[src/rtl/temp_calc_sequencer_if.sv]
// Handshake bundle between the ADC sample source, the temperature calculator and
// the temperature consumer. The master modport is the source/consumer side; the
// slave modport is the calculator.
interface temp_calc_sequencer_if #(
  parameter int unsigned BASE_W = 32,
  parameter int unsigned REF_W  = 8,
  parameter int unsigned ADC_W  = 16
);

  logic [BASE_W-1:0] tc_base;
  logic [REF_W-1:0]  tc_ref;
  logic [ADC_W-1:0]  adc_data;
  logic              in_valid;
  logic              in_ready;
  logic [BASE_W-1:0] tempc;
  logic              tempc_ovf;
  logic              out_valid;
  logic              out_ready;
  logic              busy;
  logic [15:0]       sample_count;

  modport master (
    output tc_base,
    output tc_ref,
    output adc_data,
    output in_valid,
    output out_ready,
    input  in_ready,
    input  tempc,
    input  tempc_ovf,
    input  out_valid,
    input  busy,
    input  sample_count
  );

  modport slave (
    input  tc_base,
    input  tc_ref,
    input  adc_data,
    input  in_valid,
    input  out_ready,
    output in_ready,
    output tempc,
    output tempc_ovf,
    output out_valid,
    output busy,
    output sample_count
  );

endinterface

[src/rtl/temp_calc_sequencer.sv]
// Sequential temperature calculator: tempc = tc_base + tc_ref * adc_data.
// Operands are latched at the input handshake, the product is built by a serial
// shift-add (one multiplier bit per cycle, fixed latency), then a single add
// produces the registered result, which is held until the consumer takes it.
module temp_calc_sequencer #(
  parameter int unsigned BASE_W = 32,
  parameter int unsigned REF_W  = 8,
  parameter int unsigned ADC_W  = 16
) (
  input logic                    clk,
  input logic                    rst,
  temp_calc_sequencer_if.slave   bus
);

  localparam int unsigned AccW = REF_W + ADC_W;
  localparam int unsigned CntW = (ADC_W > 1) ? $clog2(ADC_W) : 1;

  typedef enum logic [1:0] {
    StIdle,
    StMul,
    StAdd,
    StDone
  } state_e;

  state_e            state_q;
  logic [BASE_W-1:0] base_q;
  logic [REF_W-1:0]  ref_q;
  logic [ADC_W-1:0]  adc_q;
  logic [AccW-1:0]   acc_q;
  logic [CntW-1:0]   cnt_q;
  logic [BASE_W-1:0] tempc_q;
  logic              ovf_q;
  logic              out_valid_q;
  logic              in_ready_q;
  logic              busy_q;
  logic [15:0]       count_q;

  logic [AccW-1:0]   partial;
  logic [BASE_W:0]   sum;
  logic              last_bit;

  // Partial product for the current multiplier bit and the final carry-out add.
  always_comb begin
    partial = '0;
    if (adc_q[cnt_q]) begin
      partial = AccW'(ref_q) << cnt_q;
    end
    sum      = {1'b0, base_q} + (BASE_W + 1)'(acc_q);
    last_bit = (cnt_q == CntW'(ADC_W - 1));
  end

  // Control FSM and datapath registers; every output is a register.
  always_ff @(posedge clk) begin
    if (rst) begin
      state_q     <= StIdle;
      base_q      <= '0;
      ref_q       <= '0;
      adc_q       <= '0;
      acc_q       <= '0;
      cnt_q       <= '0;
      tempc_q     <= '0;
      ovf_q       <= 1'b0;
      out_valid_q <= 1'b0;
      in_ready_q  <= 1'b1;
      busy_q      <= 1'b0;
      count_q     <= '0;
    end else begin
      case (state_q)
        StIdle: begin
          if (bus.in_valid && in_ready_q) begin
            base_q     <= bus.tc_base;
            ref_q      <= bus.tc_ref;
            adc_q      <= bus.adc_data;
            acc_q      <= '0;
            cnt_q      <= '0;
            in_ready_q <= 1'b0;
            busy_q     <= 1'b1;
            state_q    <= StMul;
          end
        end
        StMul: begin
          // Always walk all ADC_W bits so latency never depends on the data.
          acc_q <= acc_q + partial;
          cnt_q <= cnt_q + CntW'(1);
          if (last_bit) begin
            state_q <= StAdd;
          end
        end
        StAdd: begin
          tempc_q     <= sum[BASE_W-1:0];
          ovf_q       <= sum[BASE_W];
          out_valid_q <= 1'b1;
          state_q     <= StDone;
        end
        StDone: begin
          // tempc/tempc_ovf deliberately keep their value after the handshake.
          if (bus.out_ready && out_valid_q) begin
            out_valid_q <= 1'b0;
            count_q     <= count_q + 16'd1;
            in_ready_q  <= 1'b1;
            busy_q      <= 1'b0;
            state_q     <= StIdle;
          end
        end
        default: begin
          state_q <= StIdle;
        end
      endcase
    end
  end

  assign bus.in_ready     = in_ready_q;
  assign bus.tempc        = tempc_q;
  assign bus.tempc_ovf    = ovf_q;
  assign bus.out_valid    = out_valid_q;
  assign bus.busy         = busy_q;
  assign bus.sample_count = count_q;

endmodule

[src/flat_wrapper.sv]
// flat-port wrapper written by rule: the top's interface ports become plain ports
module temp_calc_sequencer_flat 
#(
  parameter int unsigned BASE_W = 32,
  parameter int unsigned REF_W  = 8,
  parameter int unsigned ADC_W  = 16
)
  (clk, rst, bus_tc_base, bus_tc_ref, bus_adc_data, bus_in_valid, bus_out_ready, bus_in_ready, bus_tempc, bus_tempc_ovf, bus_out_valid, bus_busy, bus_sample_count);
  temp_calc_sequencer_if #(.BASE_W(BASE_W), .REF_W(REF_W), .ADC_W(ADC_W)) bus_i ();
  input logic clk;
  input logic rst;
  input wire logic [$bits(bus_i.tc_base)-1:0] bus_tc_base;
  input wire logic [$bits(bus_i.tc_ref)-1:0] bus_tc_ref;
  input wire logic [$bits(bus_i.adc_data)-1:0] bus_adc_data;
  input wire logic [$bits(bus_i.in_valid)-1:0] bus_in_valid;
  input wire logic [$bits(bus_i.out_ready)-1:0] bus_out_ready;
  output wire logic [$bits(bus_i.in_ready)-1:0] bus_in_ready;
  output wire logic [$bits(bus_i.tempc)-1:0] bus_tempc;
  output wire logic [$bits(bus_i.tempc_ovf)-1:0] bus_tempc_ovf;
  output wire logic [$bits(bus_i.out_valid)-1:0] bus_out_valid;
  output wire logic [$bits(bus_i.busy)-1:0] bus_busy;
  output wire logic [$bits(bus_i.sample_count)-1:0] bus_sample_count;
  assign bus_i.tc_base = bus_tc_base;
  assign bus_i.tc_ref = bus_tc_ref;
  assign bus_i.adc_data = bus_adc_data;
  assign bus_i.in_valid = bus_in_valid;
  assign bus_i.out_ready = bus_out_ready;
  assign bus_in_ready = bus_i.in_ready;
  assign bus_tempc = bus_i.tempc;
  assign bus_tempc_ovf = bus_i.tempc_ovf;
  assign bus_out_valid = bus_i.out_valid;
  assign bus_busy = bus_i.busy;
  assign bus_sample_count = bus_i.sample_count;
  temp_calc_sequencer #(.BASE_W(BASE_W), .REF_W(REF_W), .ADC_W(ADC_W)) u_core (.clk(clk), .rst(rst), .bus(bus_i));
endmodule
[config.mk]
export PLATFORM = sky130hd
export DESIGN_NAME = temp_calc_sequencer_flat
export DESIGN_NICKNAME = d
export VERILOG_FILES = /design/src/rtl/temp_calc_sequencer_if.sv /design/src/rtl/temp_calc_sequencer.sv /design/src/flat_wrapper.sv
export SDC_FILE = /design/constraint.sdc
export NUM_CORES = 1
export LEC_CHECK = 0
export CORE_MARGIN = 3
export CORE_UTILIZATION = 60
export CTS_CLUSTER_DIAMETER = 200
export DETAILED_ROUTE_END_ITERATION = 12
export PLACE_DENSITY = 0.87
export SETUP_SLACK_MARGIN = 0.5
export SYNTH_ARGS = -nofsm -noshare
export SYNTH_HDL_FRONTEND = slang
export SYNTH_SLANG_ARGS = --single-unit
[constraint.sdc]
create_clock -name clk -period 6.9 [get_ports clk]
set_input_delay 1.38 -clock clk [delete_from_list [all_inputs] [get_ports clk]]
set_output_delay 1.38 -clock clk [all_outputs]
set_load 0.05 [all_outputs]
# Yosys cells after proc, flatten, opt, wreduce, memory -nomap -nowiden
# Index checks and enable logic that the tools add are counted.
[totals]
ff_bits = 138
inputBits = 60
elab_cells = 55
[classes]
add_sub_neg = 4
magnitude_cmp = 1
eq_ne = 7
n_shift = 1
n_mux = 18
n_reduce_logical = 12
[ops]
columns = ["operator", "n"]
rows = [
  ["24-bit 2-to-1 mux", 2],
  ["24-bit case mux with 2 select lines", 1],
  ["32-bit by 24-bit adder with 33-bit output", 1],
  ["24-bit adder", 1],
  ["8-bit by 4-bit left shift with 24-bit output", 1],
  ["16-bit by 1-bit adder with 16-bit output (second input constant)", 1],
  ["2-bit case mux with 4 select lines", 1],
  ["4-bit case mux with 2 select lines", 1],
  ["2-bit AND reduction", 4],
  ["2-bit 2-to-1 mux", 3],
  ["2-bit by 1-bit != test with 1-bit output (second input constant)", 3],
  ["1-bit case mux with 2 select lines", 3],
  ["3-bit AND reduction", 2],
  ["2-bit nonzero test", 3],
  ["4-bit by 5-bit < comparator with 1-bit output (second input constant)", 1],
  ["1-bit 2-to-1 mux", 5],
  ["4-bit by 1-bit adder with 4-bit output (second input constant)", 1],
  ["1-bit binary-select mux with 4-bit select", 1],
  ["2-bit == test (second input constant)", 2],
  ["4-bit == test (second input constant)", 1],
  ["4-bit 2-to-1 mux", 1],
  ["2-bit by 1-bit == test with 1-bit output (second input constant)", 1],
  ["1-bit logical AND", 2],
  ["2-bit zero test", 1],
]

# Depth between registers and ports, before layout
[depth]
depth_word = 5
depth_mapped = 18
ltp_nobuf = 15

# Worst setup path after synthesis
# Ideal clock, no wire load.
[synth_path]
path_kind = "flip-flop to flip-flop"
from = "register u_core.cnt_q[0]"
to = "register u_core.acc_q[16]"
t_arrival_ns = 3.315
setup_slack_ns = 3.457
path_stages_with_launch = 16
n_path_buf = 2
period_less_slack_ns = 3.443
cell_sequence = "dfxtp_1 -> buf_2 -> buf_1 -> mux2_2 -> o21ai_0 -> nor2_1 -> a21oi_1 -> nor2_1 -> ha_1 -> a211oi_1 -> o21bai_1 -> a221oi_1 -> o211ai_1 -> a31oi_1 -> xor2_1 -> o21ai_0"
[synth_between]
elab_chain_cells = 5
elab_cells_between_ends = 6
cone_classes = "add/sub: 1; shift: 1; mux: 4"
[synth_rtl]
columns = ["item", "line", "rtl"]
rows = [
  ["start: declaration", "temp_calc_sequencer.sv:30", "logic [CntW-1:0] cnt_q;"],
  ["start signal: assignment", "temp_calc_sequencer.sv:84", "cnt_q <= cnt_q + CntW'(1);"],
  ["1-bit binary-select mux with 4-bit select", "temp_calc_sequencer.sv:45", "if (adc_q[cnt_q]) begin"],
  ["1-bit 2-to-1 mux (implied by the code)", "temp_calc_sequencer.sv:45", ""],
  ["24-bit 2-to-1 mux *", "temp_calc_sequencer.sv:45", ""],
  ["24-bit adder *", "temp_calc_sequencer.sv:83", "acc_q <= acc_q + partial;"],
  ["24-bit case mux with 2 select lines *", "temp_calc_sequencer.sv:68", "case (state_q)"],
  ["end signal: assignment", "temp_calc_sequencer.sv:83", ""],
  ["end: declaration", "temp_calc_sequencer.sv:29", "logic [AccW-1:0] acc_q;"],
]
# Every way passes the cells marked *; elsewhere a longest branch is shown, timed or not. The select of a mux whose other input is x is not followed.
# A chain may end at the register's enable or synchronous reset.

# Final worst setup path
[layout_path]
from = "register u_core.cnt_q[1]"
to = "register u_core.acc_q[16]"
# The elaborated chain is that of the path after synthesis.

==> summary.md <==
| Metric | Value |
|---|---|
| Worst R2R Start | `u_core.cnt_q[1]` |
| Final Wtd Congestion | `between 0.9 and 1` |
| Setup violators final | `0` |
| Post-route clock skew | `0.00811 ns` |
| Initial antenna violation count | `0` |
| Hold_sp | `u_core.bus.tempc[24]` |
| Fin. Hold Viols | `0` |
| Sequential Power Share | `between 30% and 40%` |
| Global Route Usage Sum | `around 29%` |
| Status | `complete, no violations` |
| Synth Register Bits | `about 140` |
| FFs w/ async S/R, synth | `0%` |
| Crit end category | `register` |
| Final Max Slew Viols | `0` |
| Core area | `roughly 13000 um^2` |
| Switching portion of total power | `a little over a third` |
| Clock power share | `33.6%` |
| Post-Synthesis Cells | `approximately 1100` |
| Net Sw Power | `around 0.94 mW` |
| Synthesis-to-layout area growth | `21.2%` |
| CTS tree | `built` |
| Die ar. | `approximately 15000 um^2` |
| HP Class | `register to register` |
| Per-cell routed wire length | `around 16 um` |
| Grt ovf | `0` |
| Top cell type's share of synthesized area | `33.5%` |
| Final Routed Wirelength | `~22 mm` |
| Worst path required time | `a little over 7 ns` |
| Fin cells | `approximately 1300` |
| Critical path type | `register to register` |
| Most frequent cells in the layout | `206 x nand2_1, 138 x dfxtp_1, 115 x a21oi_1, 110 x clkdlybuf4s50_1, 106 x nor2_1` |
| CTS Buf Count | `17` |
| Post-CTS Resized | `0` |
| Final worst-path cycle share | `about three fifths` |
| Core Rows | `42` |
| Synth Net Count | `about 1200` |
| Post-Layout Inst Area | `10000 um^2` |
| Placed cell area | `about 9400 um^2` |
| Crit path max fanout | `25` |
| LEAKAGE | `~3.8 nW` |
| Commonest non-fill, non-tap cell in the layout | `nand2_1` |
| Max IR drop VDD | `roughly 0.19 mV` |
| Max-Cap Viols | `0` |
| Pin count of the biggest net entering global routing | `a little over 70` |
| PD cells | `266 nW/um^2` |
| Die height | `between 100 and 150 um` |
| Remaining DRCs | `0` |
| Die Span X | `approximately 120 um` |
| Routed Antenna Nets | `0` |
| Setup TNS | `0 ns` |
| Starting Density | `slightly above 60%` |
| Synth top area cells | `dfxtp_1 33%, nand2_1 9.4%, ha_1 8.0%` |
| Dpl cells | `between 1000 and 1500` |
| Startpoint class of the critical path | `register` |
| Number of post-CTS setup repair buffers | `0` |
| Clk root buf | `clkbuf_16` |
| First-pass GRT wire length | `between 30 and 40 mm` |
| Drt pass-1 iters | `6` |
| Clk_lat worst skew | `0.42 ns` |
| I/O pin total | `112` |
| H-tree Lvls | `4` |
| Initial DRC count | `between 700 and 800` |
| Sequential area share after synthesis | `roughly a third` |
| Avg Cell Area, Syn | `about 7.7 um^2` |
| Reg2reg setup slack | `about 2.9 ns` |
| Max Freq | `approximately 250 MHz` |
| Fill cells | `1045` |
| Cells on Worst Hold Path | `2` |
| WHS Endpoint | `u_core.bus.tempc[24]` |
| Power Internal | `1.72 mW` |
| Synth Cell Area | `8260 um^2` |
| Number of diodes | `0` |
| CTS Sinks | `138` |
| Number of hold buffers added after CTS | `0` |
| Reg2reg path depth | `15` |
| Slew headroom | `17.2%` |
| HPWL reported at the end of detailed placement | `approximately 16 mm` |
| FF-to-FF End | `u_core.acc_q[16]` |
| Combinational share of power | `29.6%` |
| Netlist cell types | `a little under 70` |
| IO buf count | `between 100 and 150` |
| Most used DFF post-synth | `dfxtp_1` |
| Worst-path clk slew | `about 0.060 ns` |
| EDFF count, synth | `0` |
| RSZ-0062 raised after global routing | `no` |
| Number of global-route vias before repair | `7382` |
| Fin crit period | `4.03 ns` |
| Via-per-instance ratio | `just under 6` |
| Share of layout cells above drive strength 1 | `under 10%` |
| Post-synth top area cell | `dfxtp_1` |
| Final core occ | `74.9%` |
| Yosys warns | `0` |
| Worst Max-Slew Pin Slew | `between 1 and 1.5 ns` |
| Arrival @ worst endpoint | `around 4.3 ns` |
| Final hold slack | `approximately 0.45 ns` |
| Via Count | `approximately 8000` |
| CTS Buffer Depth | `2` |
| Final #Nets | `~1300` |
cell usage after synthesis (3+ instances only):
cell type,count
nor2b_1,8
a21oi_1,115
buf_1,10
mux2i_1,24
or3_1,5
nand3_1,33
and3_1,8
inv_1,24
o211ai_1,5
nor2_1,106
nor3b_1,4
mux2_2,5
xnor2_1,33
a31o_2,3
a32oi_1,3
a211oi_1,12
nor3_1,13
a22oi_1,10
o21ai_0,56
o21a_1,9
buf_2,7
and2_1,7
dfxtp_1,138
nand2_1,206
o31a_1,3
o21bai_1,6
nand4_1,9
xor2_1,27
ha_1,53
a21o_1,13
clkbuf_1,33
a22o_1,5
o22ai_1,5
nand2b_1,7
a31oi_1,12
o31ai_1,3
a41oi_1,6
sequential cells by signal, summed over array words and instances (netlist names):
signal / flops
u_core.bus.out_valid: 1
u_core.adc_q: 16
u_core.acc_q: 24
u_core.base_q: 32
u_core.ref_q: 8
u_core.bus.busy: 1
u_core.bus.tempc: 32
u_core.state_q: 2
u_core.bus.sample_count: 16
u_core.bus.tempc_ovf: 1
u_core.bus.in_ready: 1
u_core.cnt_q: 4
logic make-up (layout without fill, tap and decap cells):
kind of cell / count (synthesis) / in the layout / share of synthesized area (%)
AOI/OAI and AO/OA: 288 / 288 / 21.9
adders and majority gates: 55 / 55 / 8.52
DFF: 138 / 138 / 33.5
and+or+nand+nor: 419 / 419 / 22.0
buffers and inverters: 76 / 172 / 3.65
xor gates and xnor gates: 60 / 60 / 6.36
muxes: 31 / 31 / 4.14
cell type report:
type	instances	area, um^2	area share (%)
clock inverters	13	143	1.43
repair buffers	116	1150	11.5
well taps	176	220	2.20
clock buffers	19	443	4.43
flip-flops and latches	138	2760	27.6
inverters	24	90.1	0.901
multi-input cells	853	5200	52.0
power by group through the flow:
stage	logic (mW)	registers, mW	clock network [mW]
finish	0.785	0.981	0.892
global route	0.862	0.994	0.934
CTS	0.782	0.979	0.900
detailed placement	0.770	0.995	0
global placement	0.749	0.989	0
floorplan	0.501	1.05	0
through the flow:
step           power [mW]  setup WS, ns
2_1_floorplan        1.55          3.46
3_3_place_gp         1.74          2.97
5_1_grt              2.79          2.40
4_1_cts              2.66          2.92
6_report             2.66          2.87
3_5_place_dp         1.76          2.93
critical path, stage by stage (launching register included):
cell	delay (ns)
dfxtp_1	0.91
inv_1	0.20
o21ai_0	0.28
o22ai_1	0.12
nand2_1	0.08
nand2_1	0.11
and2_1	0.25
a211oi_1	0.24
ha_1	0.33
o21ai_0	0.17
o21bai_1	0.10
a221oi_1	0.35
o211ai_1	0.22
a31oi_1	0.27
xor2_1	0.16
o21ai_0	0.08
worst max path at each step:
stage | startpoint | to | slack, ns | cells after the start
global route | u_core.cnt_q[1] | u_core.acc_q[16] | 2.40 | 15
detailed placement | bus_in_valid | u_core.acc_q[17] | 2.93 | 6
finish | u_core.cnt_q[1] | u_core.acc_q[16] | 2.87 | 15
CTS | u_core.cnt_q[1] | u_core.acc_q[16] | 2.92 | 15
global placement | bus_in_valid | u_core.acc_q[17] | 2.97 | 6
floorplan | u_core.cnt_q[0] | u_core.acc_q[16] | 3.46 | 15
layer usage:
metal	track usage [%]	up-vias	routed length (um)
met2	48.8	331	10500
met3	5.03	43	1370
met1	37.0	3681	9300
met4	11.0	0	457
li1	-	3932	-
met5	0	-	0
Note: power is estimated with default switching activity, not from simulation.
